### src/rtl/mm_prefetch_pkg.sv
// Shared types for the instruction prefetcher.
//   branch_sel_e  : redirect source encoding of branch_i
//   fetch_entry_t : one buffered instruction word with its address and bus error
//   word_align()  : clears the byte-offset bits of a fetch address
package mm_prefetch_pkg;

   typedef enum logic [1:0] {
      BR_NONE = 2'b00,
      BR_JALR = 2'b01,
      BR_JAL  = 2'b10,
      BR_TRAP = 2'b11
   } branch_sel_e;

   typedef struct packed {
      logic [31:0] addr;
      logic [31:0] rdata;
      logic        err;
   } fetch_entry_t;

   function automatic logic [31:0] word_align(input logic [31:0] a);
      return a & 32'hFFFF_FFFC;
   endfunction

endpackage

### src/rtl/mm_fetch_fifo_n.sv
// Circular-buffer FIFO holding fetched instruction words.
// Ports:
//   clk_i, rst_ni : clock, asynchronous active-low reset (storage is reset too)
//   clear_i       : drop all entries; wins over push/pop in the same cycle
//   push_i/data_i : write one entry (accepted when not full, or full with a pop)
//   pop_i         : remove the head entry (ignored when empty)
//   data_o        : head entry, read straight out of storage
//   count_o       : number of valid entries
module mm_fetch_fifo_n
   import mm_prefetch_pkg::*;
#(
   parameter int unsigned Depth = 3
) (
   input  logic                         clk_i,
   input  logic                         rst_ni,
   input  logic                         clear_i,
   input  logic                         push_i,
   input  fetch_entry_t                 data_i,
   input  logic                         pop_i,
   output fetch_entry_t                 data_o,
   output logic [$clog2(Depth+1)-1:0]   count_o
);

   localparam int unsigned CntW = $clog2(Depth + 1);
   localparam int unsigned PtrW = (Depth > 1) ? $clog2(Depth) : 1;

   fetch_entry_t    mem_q [Depth];
   logic [PtrW-1:0] rd_ptr_q, wr_ptr_q;
   logic [CntW-1:0] cnt_q;
   logic            do_push, do_pop;

   function automatic logic [PtrW-1:0] ptr_inc(input logic [PtrW-1:0] p);
      return (p == PtrW'(Depth - 1)) ? '0 : p + 1'b1;
   endfunction

   assign do_pop  = pop_i && (cnt_q != '0);
   assign do_push = push_i && ((cnt_q != CntW'(Depth)) || do_pop);

   always_ff @(posedge clk_i or negedge rst_ni) begin
      if (!rst_ni) begin
         for (int i = 0; i < Depth; i++) mem_q[i] <= '0;
         rd_ptr_q <= '0;
         wr_ptr_q <= '0;
         cnt_q    <= '0;
      end else if (clear_i) begin
         rd_ptr_q <= '0;
         wr_ptr_q <= '0;
         cnt_q    <= '0;
      end else begin
         if (do_push) begin
            mem_q[wr_ptr_q] <= data_i;
            wr_ptr_q        <= ptr_inc(wr_ptr_q);
         end
         if (do_pop) rd_ptr_q <= ptr_inc(rd_ptr_q);
         cnt_q <= cnt_q + CntW'(do_push) - CntW'(do_pop);
      end
   end

   assign data_o  = mem_q[rd_ptr_q];
   assign count_o = cnt_q;

endmodule

### src/rtl/mm_prefetch_queue.sv
// Instruction prefetcher between the IF stage and a 32-bit instruction bus.
// Keeps up to NumReqs granted-but-unreturned requests and a FifoDepth-entry
// buffer of returned words; a redirect (branch_i != 0) discards everything
// in flight and restarts fetching at the selected target.
// Ports:
//   clk_i, rst_ni               : clock, asynchronous active-low reset
//   req_i                       : fetch enable
//   branch_i                    : redirect select (00 none, 01 JALR, 10 JAL, 11 TrapVec)
//   addr_jalr_i, addr_jal_i     : redirect targets
//   ready_i                     : consumer takes the head word
//   valid_o/rdata_o/addr_o/err_o: head word, its address and bus error flag
//   instr_req_o/instr_addr_o    : bus request and word-aligned address
//   instr_gnt_i                 : bus grant
//   instr_rvalid_i/rdata_i/err_i: in-order bus response
//   busy_o                      : requests outstanding or a request is up
// Build option: define MM_PREFETCH_BYPASS_EN to forward a response straight
// to the outputs when the buffer is empty (zero-cycle rvalid to valid_o).
module mm_prefetch_queue
   import mm_prefetch_pkg::*;
#(
   parameter int unsigned NumReqs   = 2,
   parameter int unsigned FifoDepth = 3,
   parameter logic [31:0] TrapVec   = 32'h80
) (
   input  logic        clk_i,
   input  logic        rst_ni,
   input  logic        req_i,
   input  logic [1:0]  branch_i,
   input  logic [31:0] addr_jalr_i,
   input  logic [31:0] addr_jal_i,
   input  logic        ready_i,
   output logic        valid_o,
   output logic [31:0] rdata_o,
   output logic [31:0] addr_o,
   output logic        err_o,
   output logic        instr_req_o,
   input  logic        instr_gnt_i,
   output logic [31:0] instr_addr_o,
   input  logic [31:0] instr_rdata_i,
   input  logic        instr_err_i,
   input  logic        instr_rvalid_i,
   output logic        busy_o
);

   localparam int unsigned OutW  = $clog2(NumReqs + 1);
   localparam int unsigned FifoW = $clog2(FifoDepth + 1);
   localparam int unsigned OPtrW = (NumReqs > 1) ? $clog2(NumReqs) : 1;

   branch_sel_e     br_sel;
   logic            branch;
   logic [31:0]     target;

   logic [31:0]     next_addr_q, next_addr_d;
   logic            started_q, started_d;
   logic            held_q, held_d;
   logic [31:0]     held_addr_q, held_addr_d;
   logic            held_disc_q, held_disc_d;

   logic [31:0]     out_addr_q [NumReqs];
   logic            out_disc_q [NumReqs];
   logic [OPtrW-1:0] out_rd_q, out_wr_q;
   logic [OutW-1:0] out_cnt_q, out_cnt_d;

   logic [FifoW-1:0] fifo_cnt;
   logic            fifo_valid, fifo_push, fifo_pop;
   fetch_entry_t    fifo_head, rsp_entry, head;

   logic            credit_ok, new_req, gnt_fire, rsp_fire, rsp_keep, push_disc;
   logic [31:0]     issue_addr;

   function automatic logic [OPtrW-1:0] optr_inc(input logic [OPtrW-1:0] p);
      return (p == OPtrW'(NumReqs - 1)) ? '0 : p + 1'b1;
   endfunction

   assign br_sel = branch_sel_e'(branch_i);
   assign branch = (br_sel != BR_NONE);

   always_comb begin
      case (br_sel)
         BR_JALR: target = addr_jalr_i;
         BR_JAL:  target = addr_jal_i;
         default: target = TrapVec;
      endcase
   end

   // Words already buffered plus words still coming must fit in the FIFO.
   // A redirect empties the FIFO and discards all in-flight words, so it may
   // always issue.
   assign credit_ok  = (int'(fifo_cnt) + int'(out_cnt_q)) < int'(FifoDepth);
   // Nothing is fetched until the first redirect after reset.
   assign new_req    = !held_q && req_i && (started_q || branch) &&
                       (out_cnt_q < OutW'(NumReqs)) && (credit_ok || branch);
   assign issue_addr = branch ? word_align(target) : next_addr_q;

   assign instr_req_o  = held_q | new_req;
   assign instr_addr_o = held_q ? held_addr_q : issue_addr;
   assign busy_o       = (out_cnt_q != '0) | instr_req_o;

   assign gnt_fire  = instr_req_o & instr_gnt_i;
   assign rsp_fire  = instr_rvalid_i & (out_cnt_q != '0);
   // A response popped in the same cycle as a redirect is stale as well.
   assign rsp_keep  = rsp_fire & !out_disc_q[out_rd_q] & !branch;
   assign push_disc = held_q & (held_disc_q | branch);

   always_comb begin
      next_addr_d = next_addr_q;
      if (new_req)     next_addr_d = issue_addr + 32'd4;
      else if (branch) next_addr_d = word_align(target);

      started_d   = started_q | branch;
      held_d      = held_q ? !instr_gnt_i : (new_req & !instr_gnt_i);
      held_addr_d = held_q ? held_addr_q : issue_addr;
      held_disc_d = held_q & (held_disc_q | branch) & !instr_gnt_i;
      out_cnt_d   = out_cnt_q + OutW'(gnt_fire) - OutW'(rsp_fire);
   end

   always_ff @(posedge clk_i or negedge rst_ni) begin
      if (!rst_ni) begin
         next_addr_q <= '0;
         started_q   <= 1'b0;
         held_q      <= 1'b0;
         held_addr_q <= '0;
         held_disc_q <= 1'b0;
         out_cnt_q   <= '0;
         out_rd_q    <= '0;
         out_wr_q    <= '0;
         for (int i = 0; i < NumReqs; i++) begin
            out_addr_q[i] <= '0;
            out_disc_q[i] <= 1'b0;
         end
      end else begin
         next_addr_q <= next_addr_d;
         started_q   <= started_d;
         held_q      <= held_d;
         held_addr_q <= held_addr_d;
         held_disc_q <= held_disc_d;
         out_cnt_q   <= out_cnt_d;
         if (branch) begin
            for (int i = 0; i < NumReqs; i++) out_disc_q[i] <= 1'b1;
         end
         // Written after the blanket discard so a freshly granted redirect
         // target keeps its own discard bit.
         if (gnt_fire) begin
            out_addr_q[out_wr_q] <= instr_addr_o;
            out_disc_q[out_wr_q] <= push_disc;
            out_wr_q             <= optr_inc(out_wr_q);
         end
         if (rsp_fire) out_rd_q <= optr_inc(out_rd_q);
      end
   end

   always_comb begin
      rsp_entry       = '0;
      rsp_entry.addr  = out_addr_q[out_rd_q];
      rsp_entry.rdata = instr_rdata_i;
      rsp_entry.err   = instr_err_i;
   end

   assign fifo_valid = (fifo_cnt != '0);

`ifdef MM_PREFETCH_BYPASS_EN
   logic bypass;
   assign bypass    = rsp_keep & !fifo_valid;
   assign valid_o   = fifo_valid | bypass;
   assign head      = bypass ? rsp_entry : fifo_head;
   assign fifo_pop  = fifo_valid & ready_i;
   assign fifo_push = rsp_keep & !(bypass & ready_i);
`else
   assign valid_o   = fifo_valid;
   assign head      = fifo_head;
   assign fifo_pop  = fifo_valid & ready_i;
   assign fifo_push = rsp_keep;
`endif

   assign rdata_o = head.rdata;
   assign addr_o  = head.addr;
   assign err_o   = head.err;

   mm_fetch_fifo_n #(.Depth(FifoDepth)) u_fifo (
      .clk_i   (clk_i),
      .rst_ni  (rst_ni),
      .clear_i (branch),
      .push_i  (fifo_push),
      .data_i  (rsp_entry),
      .pop_i   (fifo_pop),
      .data_o  (fifo_head),
      .count_o (fifo_cnt)
   );

endmodule

### config.mk
export PLATFORM = sky130hd
export DESIGN_NAME = mm_prefetch_queue
export DESIGN_NICKNAME = d
export VERILOG_FILES = /design/src/rtl/mm_prefetch_pkg.sv /design/src/rtl/mm_fetch_fifo_n.sv /design/src/rtl/mm_prefetch_queue.sv
export SDC_FILE = /design/constraint.sdc
export NUM_CORES = 1
export LEC_CHECK = 0
export ABC_CLOCK_PERIOD_IN_PS = 3490
export CORE_MARGIN = 2
export CORE_UTILIZATION = 25
export CTS_CLUSTER_DIAMETER = 50
export DETAILED_ROUTE_END_ITERATION = 7
export SYNTH_ARGS = -nofsm -noshare
export SYNTH_HDL_FRONTEND = slang
export SYNTH_SLANG_ARGS = --single-unit
### constraint.sdc
create_clock -name clk_i -period 3.49 [get_ports clk_i]
set_clock_uncertainty 0.1 [all_clocks]
set_input_delay 0.5235 -clock clk_i [delete_from_list [all_inputs] [get_ports clk_i]]
set_output_delay 0.5235 -clock clk_i [all_outputs]
set_load 0.05 [all_outputs]
==> flow_summary.rst <==
.. list-table::
   :header-rows: 1

   * - Metric
     - Value
   * - Worst IR drop on VDD
     - 349.9 µV
   * - Sum Neg Setup Slack
     - 0 ns
   * - Vertical extent of the die
     - 250.9 µm
   * - Antenna-violating nets left
     - 0
   * - Cells traversed along the worst timing path
     - ha_1 -> fa_1 -> a21oi_2 -> o211a_1 -> nor2_2 -> inv_1 -> or3_4 -> buf_6
   * - Number of diodes
     - 0
   * - Number of filler instances in the final layout
     - 5992
   * - Share of cells above drive strength 1
     - 23.37%
   * - HPWL reported at the end of detailed placement
     - 27620 µm
   * - Cell types with the largest area share after synthesis
     - sky130_fd_sc_hd__dfrtp_1, sky130_fd_sc_hd__mux2i_1, sky130_fd_sc_hd__mux2_2, sky130_fd_sc_hd__o21ai_0, sky130_fd_sc_hd__nand2_1
   * - Combined global-route utilization of all metal layers
     - 12.70%
   * - Number of buffers and inverters on the critical path
     - 2
   * - Number of nets produced by synthesis
     - 1527
   * - Post-route fraction of the period consumed by the critical path
     - 95.69%
   * - Depth of the worst register-to-register path
     - 9
   * - Startpoint of the most critical hold path
     - next_addr_q[0]
   * - Result of the run
     - finished, final reports clean
   * - Critical R2R Launch
     - u_fifo.count_o[0]
   * - Max Root-Sink Buffers
     - 3
   * - Number of global-route vias before repair
     - 11450
   * - H-tree lvl count
     - 2
   * - Area enclosed by the die boundary
     - 0.06296 mm²
   * - Cell type with the largest total area after synthesis
     - sky130_fd_sc_hd__dfrtp_1
   * - Hold Crit Depth
     - 2
   * - Crit path kind
     - reg -> out
   * - Worst Path Max Fanout
     - 4
   * - Nature of the critical path endpoint
     - output port
   * - Data required time of the worst path
     - 2.87 ns
   * - Grt ovf
     - 0
   * - 1st-iter DRT viols
     - 493
   * - Clk Tree Root Cell
     - sky130_fd_sc_hd__clkbuf_16
   * - Max-slew violation count
     - 0
   * - Cells after synthesis
     - 1413
   * - Layout overhead on the synthesized area
     - 36.43%
   * - Clock tree from TritonCTS
     - built
   * - Count of distinct cell types in the synthesized netlist
     - 63
   * - Dominant cell by count in the synthesized netlist
     - sky130_fd_sc_hd__dfrtp_1
   * - Startpoint type of the worst setup path
     - flip-flop
   * - Portion of the post-synthesis area used by sequential elements
     - 55.49%
   * - Clock Sinks
     - 338
   * - First-pass GRT wire length
     - 63340 µm
   * - Number of synthesized register bits
     - 338
   * - Final number of setup-violating endpoints
     - 0
   * - Number of enable-type register cells in the synthesized netlist
     - 0
   * - Predominant post-synthesis flop cell
     - sky130_fd_sc_hd__dfrtp_1
   * - Cell Area, Synth
     - 0.01524 mm²
   * - Placement row count
     - 90
   * - Number of primary I/O pins
     - 205
   * - Worst stage delay on the critical path
     - 0.50 ns
   * - Insertion delay of the later-clocked pin in the worst-skew pair
     - 0.57 ns
   * - Starting utilization of the core area
     - 25.25%
   * - Relative max-transition margin
     - 48.01%
   * - Buffers on Ports
     - 200
   * - Maximum clock rate
     - 299.4 MHz
   * - Worst Hold Margin
     - 0.3616 ns
   * - Leading post-synthesis cells by instance count
     - sky130_fd_sc_hd__dfrtp_1, sky130_fd_sc_hd__nand2_1, sky130_fd_sc_hd__o21ai_0, sky130_fd_sc_hd__mux2i_1, sky130_fd_sc_hd__nor2_1
   * - Slowest-stage cell, CP
     - sky130_fd_sc_hd__fa_1
   * - Register-to-Register Setup Slack
     - 0.37 ns
   * - Leakage component of the power
     - 9.380 nW
   * - Horizontal extent of the die
     - 250.9 µm
   * - Initial antenna violation count
     - 0
   * - Power Total
     - 15.18 mW
   * - DRC violations left
     - 0
   * - Hold Path End
     - next_addr_q[0]
   * - Post-layout nets
     - 1764
   * - Yosys warnings
     - 0
   * - Detailed-route via count
     - 11170
   * - Clk slew on worst S/H paths
     - 0.06 ns
   * - TritonRoute pass-1 iters
     - 5
   * - Routability Congestion
     - 0.8167
   * - Share of flip-flops with an asynchronous set or reset after synthesis
     - 100.0%
   * - Unrepaired setup endpoints after global routing
     - no
   * - Average detailed-routed wire length per instance
     - 16.21 µm
   * - Worst-margin pin slew
     - 0.7718 ns
   * - Final routed wirelength across all metal layers
     - 39940 µm
   * - Synthesized area per cell
     - 10.79 µm²
   * - Core Region
     - 0.06036 mm²
   * - Reported max-cap violation count
     - 0
   * - Kind of cell adding the most delay to the critical path
     - adder cells
   * - Crit Reg-Reg Endpoint
     - next_addr_q[27]
   * - Number of stages on the worst setup path
     - 8
   * - Kind of path behind the tightest hold check
     - reg -> reg
   * - Num CTS Buffers
     - 44
   * - Post-detailed-route via-to-cell ratio
     - 4.532
   * - Data arrival time at the worst-slack endpoint
     - 2.72 ns
   * - Synth top area share
     - 55.49%
   * - Endpoints failing hold
     - 0
   * - Fin crit period
     - 3.340 ns
   * - Final core area utilization
     - 34.45%
   * - Cell area power density
     - 729.9 mW/mm²
   * - Largest net degree at the start of global routing
     - 76
## worst max path at each step
stage / start / endpoint
floorplan: branch_i[0] / next_addr_q[22]
global placement: branch_i[1] / next_addr_q[25]
detailed placement: branch_i[1] / next_addr_q[27]
CTS: u_fifo.count_o[0] / busy_o
global route: u_fifo.count_o[0] / busy_o
finish: u_fifo.count_o[0] / busy_o
## per-stage QoR
step / area, µm² / setup slack [ns] / cells
after floorplan: 15240 / 0.1848 / 1413
after global placement: 19280 / -0.05075 / 2384
after detailed placement: 19280 / -0.03450 / 2384
after CTS: 20760 / 0.04159 / 2464
after global routing: 20790 / 0.00007372 / 2464
final: 20790 / 0.1503 / 2464
## where the power goes
part / total (mW) / internal, mW / switching, mW / leakage (nW)
Sequential: 5.15 / 4.73 / 0.420 / 4.55
Combinational: 5.61 / 2.40 / 3.21 / 4.12
Clock: 4.42 / 2.69 / 1.73 / 0.702
Total: 15.2 / 9.81 / 5.37 / 9.38
## flip-flops by register name, summed over array words and instances, names as in the netlist, 2 cells and up
name	flops
next_addr_q	32
u_fifo.rd_ptr_q	2
out_disc_q	2
out_addr_q	64
u_fifo.mem_q	195
held_addr_q	32
u_fifo.count_o	2
u_fifo.wr_ptr_q	2
out_cnt_q	2
## layout by cell type (no fill, tap or decap), types with 4 or more instances in the layout
master,n
sky130_fd_sc_hd__nand3_1,10
sky130_fd_sc_hd__a22o_1,8
sky130_fd_sc_hd__o21ai_1,7
sky130_fd_sc_hd__mux2i_1,130
sky130_fd_sc_hd__nand2_1,169
sky130_fd_sc_hd__xnor2_1,20
sky130_fd_sc_hd__mux2_2,100
sky130_fd_sc_hd__buf_12,87
sky130_fd_sc_hd__nor2_1,116
sky130_fd_sc_hd__a21oi_1,111
sky130_fd_sc_hd__xor2_1,11
sky130_fd_sc_hd__inv_1,45
sky130_fd_sc_hd__clkdlybuf4s50_1,100
sky130_fd_sc_hd__nand4_1,6
sky130_fd_sc_hd__dfrtp_1,334
sky130_fd_sc_hd__clkinv_4,4
sky130_fd_sc_hd__nor3_1,9
sky130_fd_sc_hd__clkbuf_8,5
sky130_fd_sc_hd__clkbuf_1,11
sky130_fd_sc_hd__o21ai_0,139
sky130_fd_sc_hd__ha_1,7
sky130_fd_sc_hd__clkinv_2,4
sky130_fd_sc_hd__buf_4,95
sky130_fd_sc_hd__a22oi_1,19
sky130_fd_sc_hd__clkbuf_16,44
sky130_fd_sc_hd__a22oi_2,7
## what timing repair did
item / CTS / global route
endpoints found under the setup margin: 1 / 7
cloned: 0 / 0
setup buffers: 1 / 0
hold buffers: 1 / 0
endpoints found under the hold margin: 46 / 0
resized for setup: 2 / 8
## worst register-to-register path: cells and delay by family, from the launching register on
family                     cells  cell delay (ns)
and+or+nand+nor                3             0.86
buffers and inverters          1             0.20
adders and majority gates      2             0.65
DFF                            1             0.40
AOI/OAI and AO/OA              2             0.65
xor gates and xnor gates       1             0.18
## layer usage
metal / part of all wire, % / global-route usage (%) / wire length (µm) / vias to the layer above
met3: 5.6 / 2.930 / 2229 / 64
met1: 46 / 16.86 / 18190 / 5463
met2: 46 / 20.24 / 18320 / 300
li1: - / - / - / 5341
met4: 3.0 / 4.643 / 1198 / 0
met5: 0 / 0 / 0 / -
## area by class of cell
class	instances	area [µm²]	share of cell area, %
flip-flops and latches	338	8466	40.71
multi-input cells	936	6240	30.01
repair buffers	285	3492	16.79
clock buffers	60	1211	5.824
well taps	782	978.4	4.705
clock inverters	18	239.0	1.149
inverters	45	168.9	0.8123
## kinds of logic (layout without fill, tap and decap cells)
family | after synthesis | after routing | synth area share [%]
xor gates and xnor gates | 31 | 31 | 1.781
adders and majority gates | 9 | 9 | 0.7881
DFF | 338 | 338 | 55.49
AOI/OAI and AO/OA | 323 | 323 | 12.30
and+or+nand+nor | 343 | 343 | 9.695
buffers and inverters | 139 | 408 | 4.022
muxes | 230 | 230 | 15.93
Power figures use the tool's default switching activity.
